**src/rtl/riscv_mmio_uart_tx.sv**
```systemverilog
// MMIO UART transmitter: stores to BASE_ADDR queue a byte in a small FIFO; an FSM shifts it out 8N1.
// Defining UART_TX_PARITY_EN inserts an even-parity bit (8E1).
module riscv_mmio_uart_tx #(
  parameter logic [31:0] BASE_ADDR    = 32'h0000_0100,
  parameter int          CLKS_PER_BIT = 16,
  parameter int          FIFO_DEPTH   = 4,
  parameter int          FIFO_AW      = 2
) (
  input  logic        CLK,
  input  logic        RST,
  input  logic        MemWrite,
  input  logic [31:0] DataAdr,
  input  logic [31:0] WriteData,
  output logic        TxD,
  output logic        TxBusy,
  output logic        FifoFull,
  output logic        FifoEmpty,
  output logic [7:0]  DropCount
);

  localparam int                BAUD_W    = (CLKS_PER_BIT > 2) ? $clog2(CLKS_PER_BIT) : 1;
  localparam logic [BAUD_W-1:0] BAUD_LAST = BAUD_W'(CLKS_PER_BIT - 1);
  localparam logic [FIFO_AW:0]  DEPTH_CNT = (FIFO_AW + 1)'(FIFO_DEPTH);

  typedef enum logic [2:0] {
    IDLE,
    START,
    DATA,
`ifdef UART_TX_PARITY_EN
    PARITY,
`endif
    STOP
  } state_t;

  logic [7:0]         mem [FIFO_DEPTH];
  logic [FIFO_AW-1:0] wr_ptr;
  logic [FIFO_AW-1:0] rd_ptr;
  logic [FIFO_AW:0]   count;
  logic               hit;
  logic               push;
  logic               pop;
  logic               full;
  logic               empty;
  logic [7:0]         head;
  logic               unused_wdata;

  assign hit          = MemWrite && (DataAdr == BASE_ADDR);
  assign full         = (count == DEPTH_CNT);
  assign empty        = (count == '0);
  assign push         = hit && !full;
  assign head         = mem[rd_ptr];
  assign unused_wdata = ^WriteData[31:8];

  assign FifoFull  = full;
  assign FifoEmpty = empty;

  // A full FIFO drops the write even when the FSM pops in the same cycle.
  always_ff @(posedge CLK) begin
    if (RST) begin
      wr_ptr    <= '0;
      rd_ptr    <= '0;
      count     <= '0;
      DropCount <= '0;
    end else begin
      if (push) wr_ptr <= wr_ptr + 1'b1;
      if (pop)  rd_ptr <= rd_ptr + 1'b1;
      if (push && !pop)      count <= count + 1'b1;
      else if (pop && !push) count <= count - 1'b1;
      if (hit && full && (DropCount != 8'hFF)) DropCount <= DropCount + 8'd1;
    end
  end

  always_ff @(posedge CLK) begin
    if (push) mem[wr_ptr] <= WriteData[7:0];
  end

  state_t            state_q, state_d;
  logic [BAUD_W-1:0] baud_q, baud_d;
  logic [2:0]        bit_q, bit_d;
  logic [7:0]        shift_q, shift_d;
  logic              txd_q, txd_d;
  logic              baud_end;

`ifdef UART_TX_PARITY_EN
  logic par_q;

  // Parity is latched from the whole byte at pop time, before shifting destroys it.
  always_ff @(posedge CLK) begin
    if (RST)      par_q <= 1'b0;
    else if (pop) par_q <= ^head;
  end
`endif

  assign baud_end = (baud_q == BAUD_LAST);
  assign TxD      = txd_q;
  assign TxBusy   = (state_q != IDLE);

  always_ff @(posedge CLK) begin
    if (RST) begin
      state_q <= IDLE;
      baud_q  <= '0;
      bit_q   <= '0;
      shift_q <= '0;
      txd_q   <= 1'b1;
    end else begin
      state_q <= state_d;
      baud_q  <= baud_d;
      bit_q   <= bit_d;
      shift_q <= shift_d;
      txd_q   <= txd_d;
    end
  end

  always_comb begin
    state_d = state_q;
    baud_d  = baud_q + 1'b1;
    bit_d   = bit_q;
    shift_d = shift_q;
    pop     = 1'b0;
    txd_d   = 1'b1;

    case (state_q)
      IDLE: begin
        baud_d = '0;
        if (!empty) begin
          pop     = 1'b1;
          shift_d = head;
          state_d = START;
        end
      end
      START: begin
        if (baud_end) begin
          baud_d  = '0;
          bit_d   = '0;
          state_d = DATA;
        end
      end
      DATA: begin
        if (baud_end) begin
          baud_d = '0;
          if (bit_q == 3'd7) begin
`ifdef UART_TX_PARITY_EN
            state_d = PARITY;
`else
            state_d = STOP;
`endif
          end else begin
            shift_d = {1'b0, shift_q[7:1]};
            bit_d   = bit_q + 3'd1;
          end
        end
      end
`ifdef UART_TX_PARITY_EN
      PARITY: begin
        if (baud_end) begin
          baud_d  = '0;
          state_d = STOP;
        end
      end
`endif
      STOP: begin
        // Chain straight into the next start bit when more data is waiting.
        if (baud_end) begin
          baud_d = '0;
          if (!empty) begin
            pop     = 1'b1;
            shift_d = head;
            state_d = START;
          end else begin
            state_d = IDLE;
          end
        end
      end
      default: begin
        baud_d  = '0;
        state_d = IDLE;
      end
    endcase

    case (state_d)
      START:   txd_d = 1'b0;
      DATA:    txd_d = shift_d[0];
`ifdef UART_TX_PARITY_EN
      PARITY:  txd_d = par_q;
`endif
      default: txd_d = 1'b1;
    endcase
  end

endmodule

```
**config.mk**
```make
export PLATFORM = sky130hd
export DESIGN_NAME = riscv_mmio_uart_tx
export DESIGN_NICKNAME = d
export VERILOG_FILES = /design/src/rtl/riscv_mmio_uart_tx.sv
export SDC_FILE = /design/constraint.sdc
export NUM_CORES = 1
export LEC_CHECK = 0
export CAP_MARGIN = 20
export CORE_ASPECT_RATIO = 1.1
export CORE_MARGIN = 4
export CORE_UTILIZATION = 48
export CTS_BUF_LIST = sky130_fd_sc_hd__clkbuf_8 sky130_fd_sc_hd__clkbuf_16
export CTS_CLUSTER_SIZE = 14
export DETAILED_ROUTE_END_ITERATION = 8
export GPL_TIMING_DRIVEN = 0
export PLACE_DENSITY = 0.84
export SYNTH_ARGS = -nofsm -noshare
export SYNTH_HDL_FRONTEND = slang
export SYNTH_SLANG_ARGS = --single-unit
export TNS_END_PERCENT = 30
```
**constraint.sdc**
```tcl
create_clock -name CLK -period 3.7 [get_ports CLK]
set_input_delay 0.555 -clock CLK [delete_from_list [all_inputs] [get_ports CLK]]
set_output_delay 0.555 -clock CLK [all_outputs]
set_load 0.02 [all_outputs]
```
Word-level counts from Yosys, hierarchy flattened:

Memories as Yosys holds them, arrays and structs flattened. A register that Yosys moved wholly into a read port is not among the register bits.
Index checks and enable logic that the tools add are counted.

* register bits after elaboration: 34
* memory bits (writable): 32
* output and inout bits: 12
* word-level logic and storage cells: 78
* memories: 1

* add/sub/neg operators: 7
* equal/unequal tests: 14
* mux-type cells: 26
* bitwise logic cells: 1
* reductions and logical operators: 19

Memories
* mem: words 4, width 8, rd ports 1, clocked after Yosys merged registers in 1, write ports 1, line 35 `logic [7:0] mem [FIFO_DEPTH];`

Operators with widths (count)
* $eq 32x9->1 const B: 1
* $mux 8: 4
* $mux 3: 10
* $pmux 8 s3: 1
* $pmux 3 s4: 1
* $eq 3x2->1 const B: 3
* $add 8x1->8 const B: 1
* $ne 2x2->1 const B: 4
* $ne 8x8->1 const B: 1
* $reduce_and 4->1: 2
* $add 3x1->3 const B: 2
* $eq 3x1->1 const B: 2
* $eq 3x3->1 const B: 2
* $logic_and 1x1->1: 6
* $logic_not 3->1: 2
* $pmux 3 s2: 1
* $reduce_bool 3->1: 2
* $reduce_or 3->1: 2
* $mux 1: 5
* $add 2x1->2 const B: 2
* $add 4x1->4 const B: 1
* $eq 4x4->1 const B: 1
* $mux 2: 2
* $pmux 1 s2: 2
* 4 further kinds: 7

Longest topological paths before layout:

* depth in word-level cells: 7
* depth in mapped cells: 10
* depth with buffers taken out: 10

Least setup slack after synthesis:

No wires, ideal clock.

* path type: input-to-reg
* from: input DataAdr[1]
* to: register count[2]
* arrival: 2717 ps
* slack: 912 ps
* stages: 9
* path buffers: 0
* path through: nor4_1 -> nand4_1 -> nor4_2 -> ha_1 -> inv_1 -> fa_1 -> xor2_1 -> or3_1 -> a21oi_1

* word-level cells in the longest chain between the ends: 6
* elaborated cells on any way between the ends: 8
* classes of those cells: 1 x eq/ne; 1 x mux; 6 x reduce/logical

Ends and longest elaborated chain
* from (decl): line 12 `input logic [31:0] DataAdr,`
* $eq 32x9->1 *: line 47 `assign hit = MemWrite && (DataAdr == BASE_ADDR);`
* $logic_and 1x1->1 *: line 47
* $logic_and 1x1->1 *: line 50 `assign push = hit && !full;`
* net push: line 40 `logic push;`
* $logic_not 1->1: line 68 `else if (pop && !push) count <= count - 1'b1;`
* $logic_and 1x1->1: line 68
* $reduce_bool 2->1 (no source line)
* to (signal assigned): line 67 `if (push && !pop) count <= count + 1'b1;`
* to (signal assigned): line 68
* to (decl): line 38 `logic [FIFO_AW:0] count;`

Mark *: on every way through the listed nets, which the timed path passes. The rest lies on a longest branch.
A chain may end at the register's enable or synchronous reset.

Final worst setup path:

Same ends and word-level chain as after synthesis.

==> qor_table.md <==
| Parameter | Reported |
|:---|:---|
| Status | finished, final reports clean |
| Depth of the CTS H-tree | 3 |
| IR drop worst, VDD | 446 uV |
| Diodes inserted | 0 |
| Remaining design rule violation count | 0 |
| Reported net switching power | 0.526 mW |
| Crit path DAT | 3.44 ns |
| Number of max-cap violations | 0 |
| Total wirelength of the detailed-routed design | 6290 um |
| Synth Area per Inst | 11.4 um2 |
| Dominant register cell in the synthesized netlist | dfxtp_1 |
| RSZ-0062 raised after global routing | no |
| Core region area | 6160 um2 |
| Count leader, synth | dfxtp_1 |
| Setup crit end kind | flop |
| Post-CTS resize count | 0 |
| Sequential share of power | 0.450 |
| Number of buffers inserted for hold repair after clock tree synthesis | 0 |
| Initial drt markers | 113 |
| Fraction of power spent switching nets | 0.275 |
| Proportion of netlist area held by the largest area contributor | 0.317 |
| Most instantiated cells after synthesis | 36 x dfxtp_1, 32 x edfxtp_1, 29 x nor2_1 |
| Reported leakage power | 1.32 nW |
| Aggregate global-route resource usage | 0.173 |
| Delay-heaviest family, CP | simple AND/OR/NAND/NOR gates |
| Clock Tree Root | clkbuf_8 |
| Antenna violations before repair | 0 |
| Final setup violation count | 0 |
| Part of the power in the clock network | 0.353 |
| Largest cells by area after synthesis | edfxtp_1 32%, dfxtp_1 24%, mux4_2 5.9%, ha_1 3.7%, nor2_1 3.6% |
| Max incr delay on CP | 0.67 ns |
| Worst-path maximum fanout | 7 |
| TritonCTS clock tree | done |
| CTS Buf Count | 9 |
| Clock latency of the later-clocked register in the worst-skew pair | 0.35 ns |
| Count of buffering cells on the critical path with inverters included | 2 |
| Flops & latches, synth | 68 |
| Tcrit/Tclk final | 0.857 |
| Count of pins over their slew limit | 0 |
| Layout net count | 407 |
| Setup tns final | 0 ns |
| Proportion of register bits with asynchronous set or reset after synthesis | 0 |
| Final number of hold-violating endpoints | 0 |
| Count of flip-flops with a built-in enable after synthesis | 32 |
| Post-synthesis sequential area ratio | 0.555 |
| Worst Clk Skew | 0.0162 ns |
| Initial core utilization | 0.492 |
| Synthesis-to-layout area growth | 28.5% |
| Site Rows | 30 |
| Count of buffers added by post-CTS timing repair for setup | 0 |
| Final Critical Period | 3.17 ns |
| Total overflow reported by the global router | 0 |
| Iteration count of the initial detailed-routing pass | 5 |
| Global-route wire length before repair | 10,500 um |
| Maximum number of pins on one net before global-route repair | 14 |
| Horizontal die dimension | 83.8 um |
| Count of mapped cells out of synthesis | 265 |
| Weighted congestion reported at the end of routability-driven placement | 0.779 |
| Number of global-route vias before repair | 2,154 |
| Share of total power in combinational logic | 0.197 |
| Share of post-route cells with drive strength above 1 | 0.107 |
| Clock tree sinks | 68 |
| Area leader, netlist | edfxtp_1 |
| Kind of start point of the critical path | input pin |
| Buffers on Ports | 54 |
| Worst-case headroom to the max-slew limit | 0.384 |
| Maximum clock insertion buffer count | 2 |
| Required time of the critical path | 3.97 ns |
| Total nets after synthesis | 342 |
| Routed via count | 2,223 |
| HPWL after detailed placement | 4570 um |
| Wirelength per Cell | 15.2 um |
| Count of warnings emitted by yosys | 0 |
| Maximum clock frequency | 0.315 GHz |
| Via/cell ratio | 5.36 |
| Setup Crit Path Kind | input pin to flop |
| I/O pins | 79 |
| Cell-by-cell trace of the critical path | clkdlybuf4s50_1 -> nor4_1 -> nand4_1 -> nor4_2 -> ha_1 -> inv_1 -> fa_1 -> xor2_1 -> or3_1 -> a21oi_1 |
| Synth Cell Area | 3030 um2 |
| Total power density per cell area | 491 nW/um2 |
| Slew of the pin with the lowest slew margin | 0.916 ns |
| Register clock-pin slew on the reported worst setup and hold paths | 0.07 ns |
| Die area | 7650 um2 |
| Kind of path behind the tightest hold check | flop to flop |
| Total internal power | 1.38 mW |
| Cell type of the slowest stage on the worst timing path | nor4_2 |
| Vertical extent of the die | 91.3 um |
| Worst Hold Margin | 0.445 ns |
| Routed Antenna Nets | 0 |
| Count of cell types in the netlist | 44 |
[cells in the final DEF (no fill, tap or decap), drive strengths merged, types with 4 or more instances in the layout]
cell type      netlist  routed
a21oi               11      11
a221oi               4       4
and2                 6       6
clkbuf               8      17
clkdlybuf4s50        0      54
clkinv               1       4
dfxtp               36      36
edfxtp              32      32
ha                   9       9
inv                  6       7
mux4                 8       8
nand2               23      23
nand3                9       9
nand4                6       6
nor2                29      29
nor2b                4       4
nor3                 8       8
nor4                11      11
o21ai                8       8
or3                  7       7
xor2                 7       7
[state kept, by name (all words and copies together) (netlist names), named ones only]
register   count
state_q        3
TxD            1
bit_q          3
rd_ptr         2
DropCount      8
wr_ptr         2
mem           32
baud_q         4
shift_q        8
count          3
[logic make-up after synthesis]
group           synth area share
simple gates               0.214
flops                      0.555
compound gates            0.0673
buf+inv                   0.0231
mux                       0.0698
fa+ha+maj                 0.0438
xor+xnor                  0.0260
other cells              0.00124
[worst paths after layout]
| kind | cells after the start | slack, ns | startpoint | to |
|---|---|---|---|---|
| worst max-delay path | 10 | 0.53 | DataAdr[1] | count[2]$_SDFFE_PP0P_ |
| worst min-delay path | 1 | 0.45 | baud_q[0]$_SDFF_PP0_ | baud_q[0]$_SDFF_PP0_ |
| worst max register to register | 10 | 1.05 | state_q[0]$_SDFF_PP0_ | count[2]$_SDFFE_PP0P_ |
| worst min register to register | 1 | 0.45 | baud_q[0]$_SDFF_PP0_ | baud_q[0]$_SDFF_PP0_ |
[through the flow]
step           utilization  setup slack, ns  std cells  instance area [um2]  total power, mW
3_3_place_gp         0.596            0.214        399                 3670             1.24
2_1_floorplan            -            0.912        265                 3030             1.11
4_1_cts              0.633            0.514        415                 3890             1.93
3_5_place_dp         0.596            0.146        399                 3670             1.25
6_report             0.633            0.528        415                 3890             1.91
5_1_grt              0.633            0.281        415                 3890             2.00
[layer usage]
layer / GRT usage / up-vias / part of all wire
met2: 0.303 / 48 / 0.53
met5: 0 / - / 0
li1: - / 1106 / -
met1: 0.202 / 1059 / 0.41
met3: 0.0417 / 10 / 0.039
met4: 0.0684 / 0 / 0.017
[final cells by class]
cell class | instances | area, um2
well taps | 80 | 100
clock buffers | 9 | 124
plain buffers | 11 | 43.8
fillers | 503 | 2260
flip-flops and latches | 68 | 1680
repair buffers | 54 | 541
clock inverters | 7 | 98.8
inverters | 7 | 26.3
multi-input cells | 179 | 1280
[power groups by stage]
stage / registers, mW / logic [mW] / clock network [mW]
finish: 0.859 / 0.377 / 0.675
global route: 0.866 / 0.419 / 0.718
CTS: 0.859 / 0.380 / 0.690
detailed placement: 0.876 / 0.378 / 0
global placement: 0.873 / 0.366 / 0
floorplan: 0.870 / 0.237 / 0
(Power assumes the default switching activity.)
